## config.mk

```make
export PLATFORM = sky130hd
export DESIGN_NAME = ad_ip_jesd204_tpl_adc_frame_align
export DESIGN_NICKNAME = d
export VERILOG_FILES = /design/src/rtl/ad_ip_jesd204_tpl_adc_frame_align.sv
export SDC_FILE = /design/constraint.sdc
export NUM_CORES = 1
export LEC_CHECK = 0
export CORE_ASPECT_RATIO = 1.1
export CORE_MARGIN = 2
export CORE_UTILIZATION = 40
export DETAILED_ROUTE_END_ITERATION = 10
export GPL_ROUTABILITY_DRIVEN = 0
export PLACE_DENSITY = 0.65
export SLEW_MARGIN = 20
export SYNTH_ARGS = -nofsm -noshare
export SYNTH_HDL_FRONTEND = slang
export SYNTH_SLANG_ARGS = --single-unit
```

## constraint.sdc

```tcl
create_clock -name clk -period 2.75 [get_ports clk]
set_clock_uncertainty 0.2 [all_clocks]
set_input_delay 0.55 -clock clk [delete_from_list [all_inputs] [get_ports clk]]
set_output_delay 0.55 -clock clk [all_outputs]
set_load 0.01 [all_outputs]
```

## src/rtl/ad_ip_jesd204_tpl_adc_frame_align.sv

```systemverilog
// TPL ADC link-side frame aligner: detects the frame-start octet
// from link_sof and rotates every lane so frames start at octet 0.
module ad_ip_jesd204_tpl_adc_frame_align #(
  parameter int NUM_LANES       = 1,
  parameter int OCTETS_PER_BEAT = 4,
  parameter int BYTES_PER_FRAME = 2,
  parameter int MISALIGN_THRESH = 4,
  localparam int DW = NUM_LANES * 8 * OCTETS_PER_BEAT,
  localparam int OW = (OCTETS_PER_BEAT > 1) ?
                      $clog2(OCTETS_PER_BEAT) : 1
) (
  input  logic                       clk,
  input  logic                       reset,
  input  logic                       link_valid,
  input  logic [OCTETS_PER_BEAT-1:0] link_sof,
  input  logic [DW-1:0]              link_data,
  output logic                       out_valid,
  output logic [DW-1:0]              out_data,
  output logic                       aligned,
  output logic [OW-1:0]              offset,
  output logic [7:0]                 realign_count
);

  localparam int OPB = OCTETS_PER_BEAT;
  localparam int F   = BYTES_PER_FRAME;

  if ((OPB % F) != 0) begin : g_bad_f
    $error("BYTES_PER_FRAME must divide OCTETS_PER_BEAT");
  end
  if (OPB != 4 && OPB != 8) begin : g_bad_opb
    $error("OCTETS_PER_BEAT must be 4 or 8");
  end
  if (MISALIGN_THRESH < 1 || MISALIGN_THRESH > 255) begin : g_bad_th
    $error("MISALIGN_THRESH must be 1..255");
  end

  typedef enum logic {SEARCH, LOCKED} state_t;

  state_t        state, state_d;
  logic [7:0]    cnt, cnt_d;
  logic [7:0]    rc_d;
  logic [OW-1:0] k_d;
  logic          ov_d;
  logic [DW-1:0] prev;
  logic [DW-1:0] shifted;
  logic          pat_ok;
  logic [OW-1:0] p;
  logic          match;
  logic          mis_hit;

  // Decode the SOF pattern: one-hot in the first frame, periodic by F.
  always_comb begin
    pat_ok = $onehot(link_sof[F-1:0]);
    p      = '0;
    for (int i = 0; i < F; i++) begin
      if (link_sof[i]) p = OW'(i);
    end
    for (int i = F; i < OPB; i++) begin
      if (link_sof[i] != link_sof[i-F]) pat_ok = 1'b0;
    end
  end

  assign match   = pat_ok && (p == offset);
  assign mis_hit = (state == LOCKED) && link_valid && !match &&
                   (cnt == 8'(MISALIGN_THRESH - 1));

  // Window of prev|cur per lane, picking octets k..k+OPB-1.
  always_comb begin
    shifted = '0;
    for (int l = 0; l < NUM_LANES; l++) begin
      for (int o = 0; o < OPB; o++) begin
        if (int'(offset) + o < OPB)
          shifted[(l*OPB+o)*8 +: 8] =
            prev[(l*OPB+int'(offset)+o)*8 +: 8];
        else
          shifted[(l*OPB+o)*8 +: 8] =
            link_data[(l*OPB+int'(offset)+o-OPB)*8 +: 8];
      end
    end
  end

  // Registers: state, counters, offset, previous beat, output beat.
  always_ff @(posedge clk) begin
    if (reset) begin
      state         <= SEARCH;
      cnt           <= '0;
      offset        <= '0;
      realign_count <= '0;
      prev          <= '0;
      out_valid     <= 1'b0;
      out_data      <= '0;
    end else begin
      state         <= state_d;
      cnt           <= cnt_d;
      offset        <= k_d;
      realign_count <= rc_d;
      out_valid     <= ov_d;
      if (link_valid) prev <= link_data;
      if (ov_d) out_data <= shifted;
    end
  end

  // Next state: lock on a good pattern, drop after too many misses.
  always_comb begin
    state_d = state;
    unique case (state)
      SEARCH: if (link_valid && pat_ok) state_d = LOCKED;
      LOCKED: if (mis_hit) state_d = SEARCH;
      default: state_d = SEARCH;
    endcase
  end

  // Next values of offset, miss counter, relock count and out_valid.
  always_comb begin
    cnt_d = cnt;
    k_d   = offset;
    rc_d  = realign_count;
    ov_d  = 1'b0;
    unique case (state)
      SEARCH: begin
        if (link_valid && pat_ok) begin
          k_d   = p;
          cnt_d = '0;
        end
      end
      LOCKED: begin
        ov_d = link_valid;
        if (link_valid) begin
          if (match) begin
            cnt_d = '0;
          end else if (mis_hit) begin
            cnt_d = '0;
            if (realign_count != 8'hFF)
              rc_d = realign_count + 8'd1;
          end else begin
            cnt_d = cnt + 8'd1;
          end
        end
      end
      default: ;
    endcase
  end

  assign aligned = (state == LOCKED);

endmodule

```

### Word level (Yosys, flattened, before mapping)

Index checks and enable logic that the tools add are counted.

| operators by class | value |
|---|---|
| add/sub/neg operators | 10 |
| magnitude comparators | 4 |
| eq/ne operators | 8 |
| shift operators | 8 |
| mux-type cells | 16 |
| bitwise logic cells | 2 |
| reduce and logical (&&, ||, !) cells | 9 |

Operator list:

| kind | number |
|---|---|
| 32-bit by 7-bit indexed part select with 8-bit output | 4 |
| 32-bit by 4-bit less-than comparator with 1-bit output (second input constant) | 3 |
| 32-bit by 32-bit indexed part select with 8-bit output | 3 |
| 8-bit 2-to-1 mux | 8 |
| 32-bit by 6-bit indexed part select with 8-bit output | 1 |
| 8-bit by 1-bit adder with 8-bit output (second input constant) | 2 |
| 8-bit case mux with 2 select lines | 1 |
| 3-bit by 3-bit subtractor with 4-bit output (second input constant) | 3 |
| 8-bit by 2-bit == test with 1-bit output (second input constant) | 1 |
| 8-bit inequality test (second input constant) | 1 |
| 2-bit by 2-bit adder with 3-bit output (second input constant) | 2 |
| 1-bit 2-to-1 mux | 6 |
| 1-bit logical AND | 5 |
| 5-bit AND reduction | 1 |
| 2-bit inequality test (second input constant) | 2 |
| 2-bit AND reduction | 2 |
| 2-bit by 3-bit subtractor with 4-bit output (second input constant) | 1 |
| 2-bit by 1-bit adder with 3-bit output (second input constant) | 1 |
| 2-bit by 3-bit less-than comparator with 1-bit output (second input constant) | 1 |
| 1-bit by 1-bit adder with 2-bit output | 1 |
| 2-bit by 1-bit == test with 1-bit output (second input constant) | 1 |
| 2-bit == test | 1 |
| 1-bit inequality test | 2 |
| 1-bit inverter | 2 |
| other kinds (2) | 2 |

| word-level totals | value |
|---|---|
| register bits | 84 |
| output and inout bits | 44 |
| logic and storage cells | 64 |

### Depth between registers and ports, before layout

Gate-level depths: netlist (run 1).

| logic depth | value |
|---|---|
| depth in word-level cells | 12 |
| gate-level depth with buffers | 5 |

### Least setup slack after synthesis (run 1)

No wires, ideal clock.

| path | value |
|---|---|
| kind | input -> register |
| start | input port link_sof[3] |
| end | register realign_count[3] |
| library setup time | 0.123 ns |
| arrival | 1.711 ns |
| required time | 2.427 ns |
| path slack | 0.716 ns |
| stages on the path | 4 |
| buffers on the path | 0 |
| cells stage by stage | and4bb_4 -> mux2_4 -> nor4_1 -> mux2_1 |

| on the way | value |
|---|---|
| word-level cells in the longest chain between the ends | 7 |

Ends and longest elaborated chain:

| element | line | source |
|---|---|---|
| start, declared | 15 | `input logic [OCTETS_PER_BEAT-1:0] link_sof,` |
| 1-bit inequality test * | 59 | `if (link_sof[i] != link_sof[i-F]) pat_ok = 1'b0;` |
| 1-bit 2-to-1 mux * | 59 |  |
| 1-bit logical AND * | 63 | `assign match = pat_ok && (p == offset);` |
| 1-bit logical NOT | 64 | `assign mis_hit = (state == LOCKED) && link_valid && !match &&` |
| 1-bit logical AND (2 in a row) | 64 |  |
| 5-bit AND reduction (no source line) * | n/a |  |
| end signal, assigned | 96 | `realign_count <= rc_d;` |
| end, declared | 21 | `output logic [7:0] realign_count` |

Mark *: on every way between the ends. The rest lies on a longest branch, timed or not.
A chain may end at the register's enable or synchronous reset.

### Final worst setup path (run 1)

| path | value |
|---|---|
| start | input port link_sof[2] |
| end | register realign_count[4] |

| on the way | value |
|---|---|
| word-level cells in the longest chain between the ends | 8 |

Ends and longest elaborated chain:

| element | line |
|---|---|
| 1-bit inequality test * | 59 |
| 1-bit 2-to-1 mux * (2 in a row) | 59 |
| 1-bit logical AND * | 63 |
| 1-bit logical NOT | 64 |
| 1-bit logical AND (2 in a row) | 64 |
| 5-bit AND reduction (no source line) * | n/a |

Marks and branches as above.

==> results.yml, run 1 <==
synth:
  syn_nets: 404
  synthArstFlopShare_pct: 0
  synthTopCellsByCount: "dfxtp_1 (83), nor2_1 (72), mux2i_1 (66), a211oi_1 (37), clkbuf_1 (10)"
  yosysTopAreaCell: "dfxtp_1"
  ys_warn_count: 0
  avgSynthCellArea_um2: 9.76
  seq_area_frac_synth_pct: 46.9
  synth_seq_cells: 83
  syn_area_um2: 3540
  syn_inst: 363
  synthTopCellsByArea: "dfxtp_1 (47%), mux2i_1 (19%), a211oi_1 (7.8%), nor2_1 (7.6%), mux2_1 (1.6%)"
  synth_edf_count: 0
  synth.most_common_cell: "dfxtp_1"
  ys_types: 39
  synth_ff_type: "dfxtp_1"
  synth_top_area_share_pct: 46.9
clock_tree:
  cts_hold_buf: 0
  clk_latency_ns: 0.35
  htreeDepth: 3
  post_cts_buffers: 0
  cts_tree: "done"
  cts-root-buf: "clkbuf_8"
  path_clk_slew_ns: 0.09
  clockBufferDepth: 2
  post_cts_resized: 0
  clkSinkCount: 83
  cts_buffers: 9
routing:
  num_vias: 2873
  drc: 0
  drt_iter0_drc: 95
  wl_mm: 8.27
  first_pass_iters: 4
  ant_nets: 0
  wire_per_inst_um: 14.9
  via_per_inst: 5.18
grt:
  grt_use_total_pct: 18.1
  antenna_found_initial: 0
  grt_max_degree: 66
  grt_remaining_overflow: 0
  grt_pass1_vias: 2752
  grt_pass1_wl_mm: 13.6
floorplanning:
  ios: 83
  num_rows: 36
  die_w_um: 93.7
  start_util_pct: 40.5
  coreArea_um2: 8740
  die_y_um: 103
  dieArea_um2: 9630
timing:
  relSlewSlack_pct: 51.6
  hold_viol_final: 0
  rsz0062_at_grt: "no"
  fin_setup_tns_ns: 0
  slew_violations: 0
  worst_pin_slew_ns: 0.727
  setup_viol: 0
  worst_slack_ns: 0.481
  timing.hold.ws_ns: 0.299
  post-route-min-period_ns: 2.27
  post-route-period-util_pct: 82.5
  timing.fmax_ghz: 0.441
final_layout:
  regArea_um2: 1660
  fill_cells: 842
  fin_cells: 555
  multiInputGateArea_um2: 1760
  final_util_pct: 53.3
  nets: 477
  area_growth_pct: 31.3
  diodes: 0
  drive_gt1_share_pct: 7.71
  final_cell_area_um2: 4650
hold_path:
  hold-path-cell-count: 3
  hp-class: "input port to flop"
  hold_start: "link_valid"
pwr:
  p_per_area_nw_per_um2: 536
  total_power_mw: 2.49
  p_leak_nw: 1.61
  irDropWorstVdd_uv: 496
placed_design:
  dp_hpwl_mm: 5.68
  dp_cells: 539
  place_area_um2: 4430
  io_buffers: 81
  post-place-ws_ns: 0.140
setup_path:
  crit_required_ns: 2.79
  reg2reg_depth: 4
  crit_arrival_ns: 2.31
  crit_fanout: 9
  startpoint_type: "input port"
  startpoint: "link_sof[2]"
  crit_type: "input port to flop"
  end_kind: "flop"
  r2r_start: "cnt[0]"
  reg2reg_slack_ns: 0.62
flow_run:
  drv_cap: 0
outcome:
  status: "complete, no violations"
## sequential cells by signal, summed over array words and instances (netlist names)
name / flops
realign_count: 8
out_valid: 1
prev: 32
out_data: 32
offset: 1
aligned: 1
cnt: 8
## where the power goes
group | internal (mW) | switching (mW) | leakage (nW)
clock | 0.518 | 0.462 | 0.110
combinational | 0.130 | 0.107 | 0.825
sequential | 1.24 | 0.0324 | 0.677
total | 1.89 | 0.602 | 1.61
## kinds of logic (layout without fill, tap and decap cells)
kind of cell	after synthesis	in the layout	synth area share, %
muxes	73	73	21.0
AOI/OAI and AO/OA	53	53	10.9
xor gates and xnor gates	3	3	0.742
buffers and inverters	29	107	3.46
adders and majority gates	2	2	0.706
DFF	83	83	46.9
other	1	1	0.106
and+or+nand+nor	119	119	16.2
## final cells by class
cell class	instances	share of cell area, %
sequential	83	35.7
multi-input combinational	251	37.8
clock buffer	9	2.66
tap	114	3.07
clock inverter	7	2.12
inverter	3	0.242
timing repair buffer	88	18.3
## worst paths after layout
kind                                    endpoint
worst min register to register           prev[4]
worst min-delay path                   out_valid
worst max-delay path            realign_count[4]
worst max register to register  realign_count[4]
## per-layer routing
layer  wire length (um)  track usage [%]  part of all wire [%]  vias to the layer above
met5                  0                0                     0                        -
met4                 54             5.02                  0.65                        0
met3                553             6.80                   6.7                        4
met2               4020             29.3                    49                       67
met1               3640             22.8                    44                     1350
li1                   -                -                     -                     1452
## critical path, cell delays in order
cell and delay (ns):
clkdlybuf4s50_1 0.47, and4bb_4 0.26, mux2_4 0.32, nor4_1 0.34, mux2_1 0.36
## cells in the final DEF (no fill, tap or decap), types with 3 or more instances in the layout
cell type,instances
clkbuf_8,9
a21oi_1,3
o31ai_1,4
a211oi_1,37
xor2_1,3
buf_4,7
nand2_1,4
inv_1,3
mux2_1,5
nor4_1,4
dfxtp_1,82
nor2b_1,6
nand4_1,4
nor2_1,72
or4_1,3
nand3_1,7
mux2i_1,66
clkdlybuf4s50_1,79
nor3_1,6
o21ai_0,4
Power figures use the tool's default switching activity.
==> run 2: changes to the inputs <==
- clock period: 2.75 -> 2.3 ns (I/O delays scaled with it)
==> run 2 against run 1 <==
Compared with the run above:
- critical path depth unchanged
- final area rose by 0.16%
- combinational power grew 21%
- sequential power grew 20%
==> results.yml, run 2 (same netlist as run 1, synthesis figures left out) <==
pwr:
  p_leak_nw: 1.62
  intPower_mw: 2.14
  seqPwrFrac_pct: 53.7
  irDropWorstVdd_uv: 296
  total_power_mw: 2.84
  p_per_area_nw_per_um2: 609
  netSwitchingFraction_pct: 24.6
  power_frac_clock_pct: 36.2
  p_sw_uw: 698
  pwr-share-comb_pct: 10.1
routing:
  wire_per_inst_um: 14.9
  via_per_inst: 5.16
  wl_mm: 8.36
  first_pass_iters: 4
  drc: 0
  ant_nets: 0
  drt_iter0_drc: 95
  num_vias: 2889
clock_tree:
  htreeDepth: 3
  cts_buffers: 9
  post_cts_resized: 0
  post_cts_buffers: 0
  clk_latency_ns: 0.35
  clockBufferDepth: 2
  clkSinkCount: 83
  path_clk_slew_ns: 0.08
  cts_hold_buf: 0
  cts-root-buf: "clkbuf_8"
  cts_tree: "done"
final_layout:
  final_util_pct: 53.3
  layout_common_cells: "dfxtp_1 (82), clkdlybuf4s50_1 (79), nor2_1 (72), mux2i_1 (66), a211oi_1 (37)"
  nets: 482
  reg_top3: "out_data: 32 flops, prev: 32 flops"
  diodes: 0
  final_common_cell: "dfxtp_1"
  drive_gt1_share_pct: 8.74
  area_growth_pct: 31.5
  final_cell_area_um2: 4660
timing:
  hold_viol_final: 0
  slew_violations: 0
  worst_pin_slew_ns: 0.642
  timing.hold.ws_ns: 0.239
  post-route-period-util_pct: 95.4
  rsz0062_at_grt: "no"
  setup_viol: 0
  timing.fmax_ghz: 0.456
  post-route-min-period_ns: 2.20
  relSlewSlack_pct: 57.2
placed_design:
  dp_hpwl_mm: 5.70
  place_area_um2: 4470
  io_buffers: 81
hold_path:
  hold-path-cell-count: 3
  hold_start: "link_valid"
  worst_hold_path.endpoint: "out_valid"
  hp-class: "input port to flop"
setup_path:
  reg2reg_depth: 4
  r2r_start: "cnt[0]"
  reg2reg_slack_ns: 0.18
  crit_fanout: 9
  r2r_end: "realign_count[5]"
  crit_type: "input port to flop"
  crit_required_ns: 2.33
  startpoint_type: "input port"
  end_kind: "flop"
  crit_arrival_ns: 2.23
floorplanning:
  ios: 83
  dieArea_um2: 9630
  num_rows: 36
  die_y_um: 103
  die_w_um: 93.7
  start_util_pct: 40.5
  coreArea_um2: 8740
grt:
  grt_use_total_pct: 17.9
  grt_remaining_overflow: 0
  grt_pass1_wl_mm: 13.5
  grt_max_degree: 66
  grt_pass1_vias: 2743
  antenna_found_initial: 0
flow_run:
  drv_cap: 0
outcome:
  status: "complete, no violations"
## run 2: cell types whose count changed in the layout (fill, tap and decap cells not counted), sizes merged
| cell | previous run | this run |
|---|---|---|
| buf | 9 | 14 |
| clkinv | 2 | 4 |
| inv | 5 | 3 |
| bufinv | 2 | 1 |
| clkinvlp | 1 | 2 |
## run 2: worst max path at each step
stage | startpoint | endpoint | slack, ns | cells past startpoint
6_report | link_sof[1] | realign_count[5] | 0.10 | 5
5_1_grt | link_sof[2] | realign_count[4] | 0.04 | 5
4_1_cts | aligned | aligned | 0.15 | 1
3_5_place_dp | link_sof[2] | realign_count[5] | -0.21 | 5
3_3_place_gp | link_sof[2] | realign_count[3] | -0.18 | 5
2_1_floorplan | offset[0] | realign_count[3] | 0.30 | 4
## run 2: per-stage QoR
stage	setup WS, ns	instances	setup TNS, ns
after global placement	-0.181	544	-1.32
after detailed placement	-0.207	544	-1.89
after CTS	0.148	560	0
final	0.105	560	0
after global routing	0.0388	560	0
after floorplan	0.305	363	0
## run 2: power by group through the flow
stage / sequential, mW / clock [mW] / combinational, mW
global placement: 1.56 / 0 / 0.285
CTS: 1.53 / 1.05 / 0.290
global route: 1.53 / 1.11 / 0.316
floorplan: 1.56 / 0 / 0.149
detailed placement: 1.56 / 0 / 0.288
finish: 1.53 / 1.03 / 0.287
## run 2: area by class of cell
type | instances | area (um2)
Clock inverter | 7 | 68.8
Tap cell | 114 | 143
Multi-Input combinational cell | 251 | 1760
Sequential cell | 83 | 1660
Timing Repair Buffer | 93 | 891
Inverter | 3 | 11.3
Fill cell | 821 | 4080
Clock buffer | 9 | 124
## run 2: worst max-delay path: stages
cell,delay [ns]
clkdlybuf4s50_1,0.51
and4bb_4,0.22
mux2_4,0.33
nor4_1,0.34
mux2_1,0.36
## run 2: per-layer routing
metal | global-route usage, % | wire, um | vias up
li1 | - | - | 1458
met1 | 22.4 | 3700 | 1357
met2 | 29.1 | 4050 | 65
met3 | 5.63 | 497 | 9
met4 | 6.69 | 111 | 0
met5 | 0 | 0 | -
==> run 3: changes to the inputs <==
- CORE_MARGIN: 2 -> 3
- CORE_UTILIZATION: 40 -> 50
- PLACE_DENSITY: 0.65 -> 0.79
==> run 3 against run 2 <==
Compared with the run above:
- clock power shrank 8%
- critical path type unchanged
- count of clock-buffer cells in the layout did not move
- sequential power is essentially flat
- cell count is 4.8% lower
- non-clock buffer count increased by 5
- maximum frequency rose by 1.7%
- sequential share of layout area is essentially flat
- wire length decreased by 0.37%
- via count is 1.7% higher
- final area decreased by 0.13%
- critical path depth is the same
==> results.yml, run 3 (same netlist as run 1, synthesis figures left out) <==
outcome:
  status: "complete, no violations"
timing:
  slew_violations: 0
  worst_pin_slew_ns: 0.639
  relSlewSlack_pct: 57.4
  timing.hold.ws_ns: 0.214
  fin_setup_tns_ns: 0
  rsz0062_at_grt: "no"
  setup_viol: 0
  worst_slack_ns: 0.141
  hold_viol_final: 0
  post-route-period-util_pct: 93.8
  timing.fmax_ghz: 0.463
  post-route-min-period_ns: 2.16
floorplanning:
  coreArea_um2: 6750
  dieArea_um2: 8130
  die_w_um: 86.3
  ios: 83
  die_y_um: 94.3
  start_util_pct: 52.5
  num_rows: 31
setup_path:
  end_kind: "flop"
  crit_required_ns: 2.34
  crit_type: "input port to flop"
  crit_arrival_ns: 2.20
  startpoint_type: "input port"
  crit_fanout: 9
routing:
  first_pass_iters: 5
  ant_nets: 0
  drt_iter0_drc: 85
  wl_mm: 8.33
  drc: 0
  num_vias: 2937
  via_per_inst: 5.51
  wire_per_inst_um: 15.6
pwr:
  intPower_mw: 2.05
  p_leak_nw: 1.64
  irDropWorstVdd_uv: 565
  seqPwrFrac_pct: 55.2
  p_sw_uw: 715
  power_frac_clock_pct: 34.1
  p_per_area_nw_per_um2: 594
  total_power_mw: 2.76
  pwr-share-comb_pct: 10.7
  netSwitchingFraction_pct: 25.9
grt:
  antenna_found_initial: 0
  grt_remaining_overflow: 0
  grt_use_total_pct: 21.6
  grt_pass1_vias: 2888
  grt_pass1_wl_mm: 13.8
  grt_max_degree: 66
final_layout:
  nets: 487
  final_common_cell: "dfxtp_1"
  reg_top3: "out_data: 32 flops, prev: 32 flops"
  final_util_pct: 69.0
  area_growth_pct: 31.4
  drive_gt1_share_pct: 9.76
  layout_common_cells: "dfxtp_1 (82), clkdlybuf4s50_1 (79), nor2_1 (72), mux2i_1 (66), a211oi_1 (37)"
  diodes: 0
  fill_cells: 548
placed_design:
  io_buffers: 81
  post-place-ws_ns: -0.217
  dp_hpwl_mm: 5.81
clock_tree:
  cts_tree: "done"
  path_clk_slew_ns: 0.08
  cts_hold_buf: 0
  post_cts_resized: 0
  cts-root-buf: "clkbuf_8"
  cts_buffers: 9
  htreeDepth: 3
  clockBufferDepth: 2
  clk_latency_ns: 0.36
  clkSinkCount: 83
  post_cts_buffers: 0
flow_run:
  drv_cap: 0
hold_path:
  hp-class: "input port to flop"
## run 3: cell types whose count changed in the layout (fill, tap and decap cells not counted), sizes merged
| cell | delta |
|---|---|
| bufinv | -1 |
| clkinvlp | -1 |
| inv | +1 |
| buf | +5 |
| clkinv | +1 |
## run 3: area by class of cell
cell class                 instances  area, um2  share of cell area, %
clock buffer                       9        124                   2.66
multi-input combinational        251       1760                   37.8
tap                               82        103                   2.20
sequential                        83       1660                   35.7
clock inverter                     7       52.6                   1.13
inverter                           3       11.3                  0.242
timing repair buffer              98        941                   20.2
## run 3: final timing paths
check	start	endpoint	slack [ns]	depth (start not counted)
worst min register to register	out_data[16]	out_data[16]	0.30	2
worst min-delay path	link_valid	offset[0]	0.21	3
worst max-delay path	link_sof[3]	realign_count[5]	0.14	5
worst max register to register	cnt[0]	realign_count[5]	0.25	4
## run 3: stage by stage
stage          cells  instance area (um2)
6_report         533                 4650
5_1_grt          533                 4650
4_1_cts          533                 4650
3_5_place_dp     517                 4480
3_3_place_gp     517                 4480
2_1_floorplan    363                 3540
## run 3: metal layers
metal	routed length [um]	GRT usage, %
met1	3500	25.9
met2	4020	34.2
met3	709	8.68
met4	98	9.22
met5	0	0
## run 3: worst max-delay path: stages
cell and delay [ns]:
clkdlybuf4s50_1 0.48, and4bb_4 0.25, mux2_4 0.33, nor4_1 0.33, mux2_1 0.36
## run 3: power groups by stage
stage / logic [mW] / registers [mW] / clock network, mW
global placement: 0.289 / 1.56 / 0
finish: 0.295 / 1.52 / 0.943
detailed placement: 0.295 / 1.56 / 0
global route: 0.325 / 1.53 / 1.02
CTS: 0.298 / 1.53 / 0.962
floorplan: 0.149 / 1.56 / 0
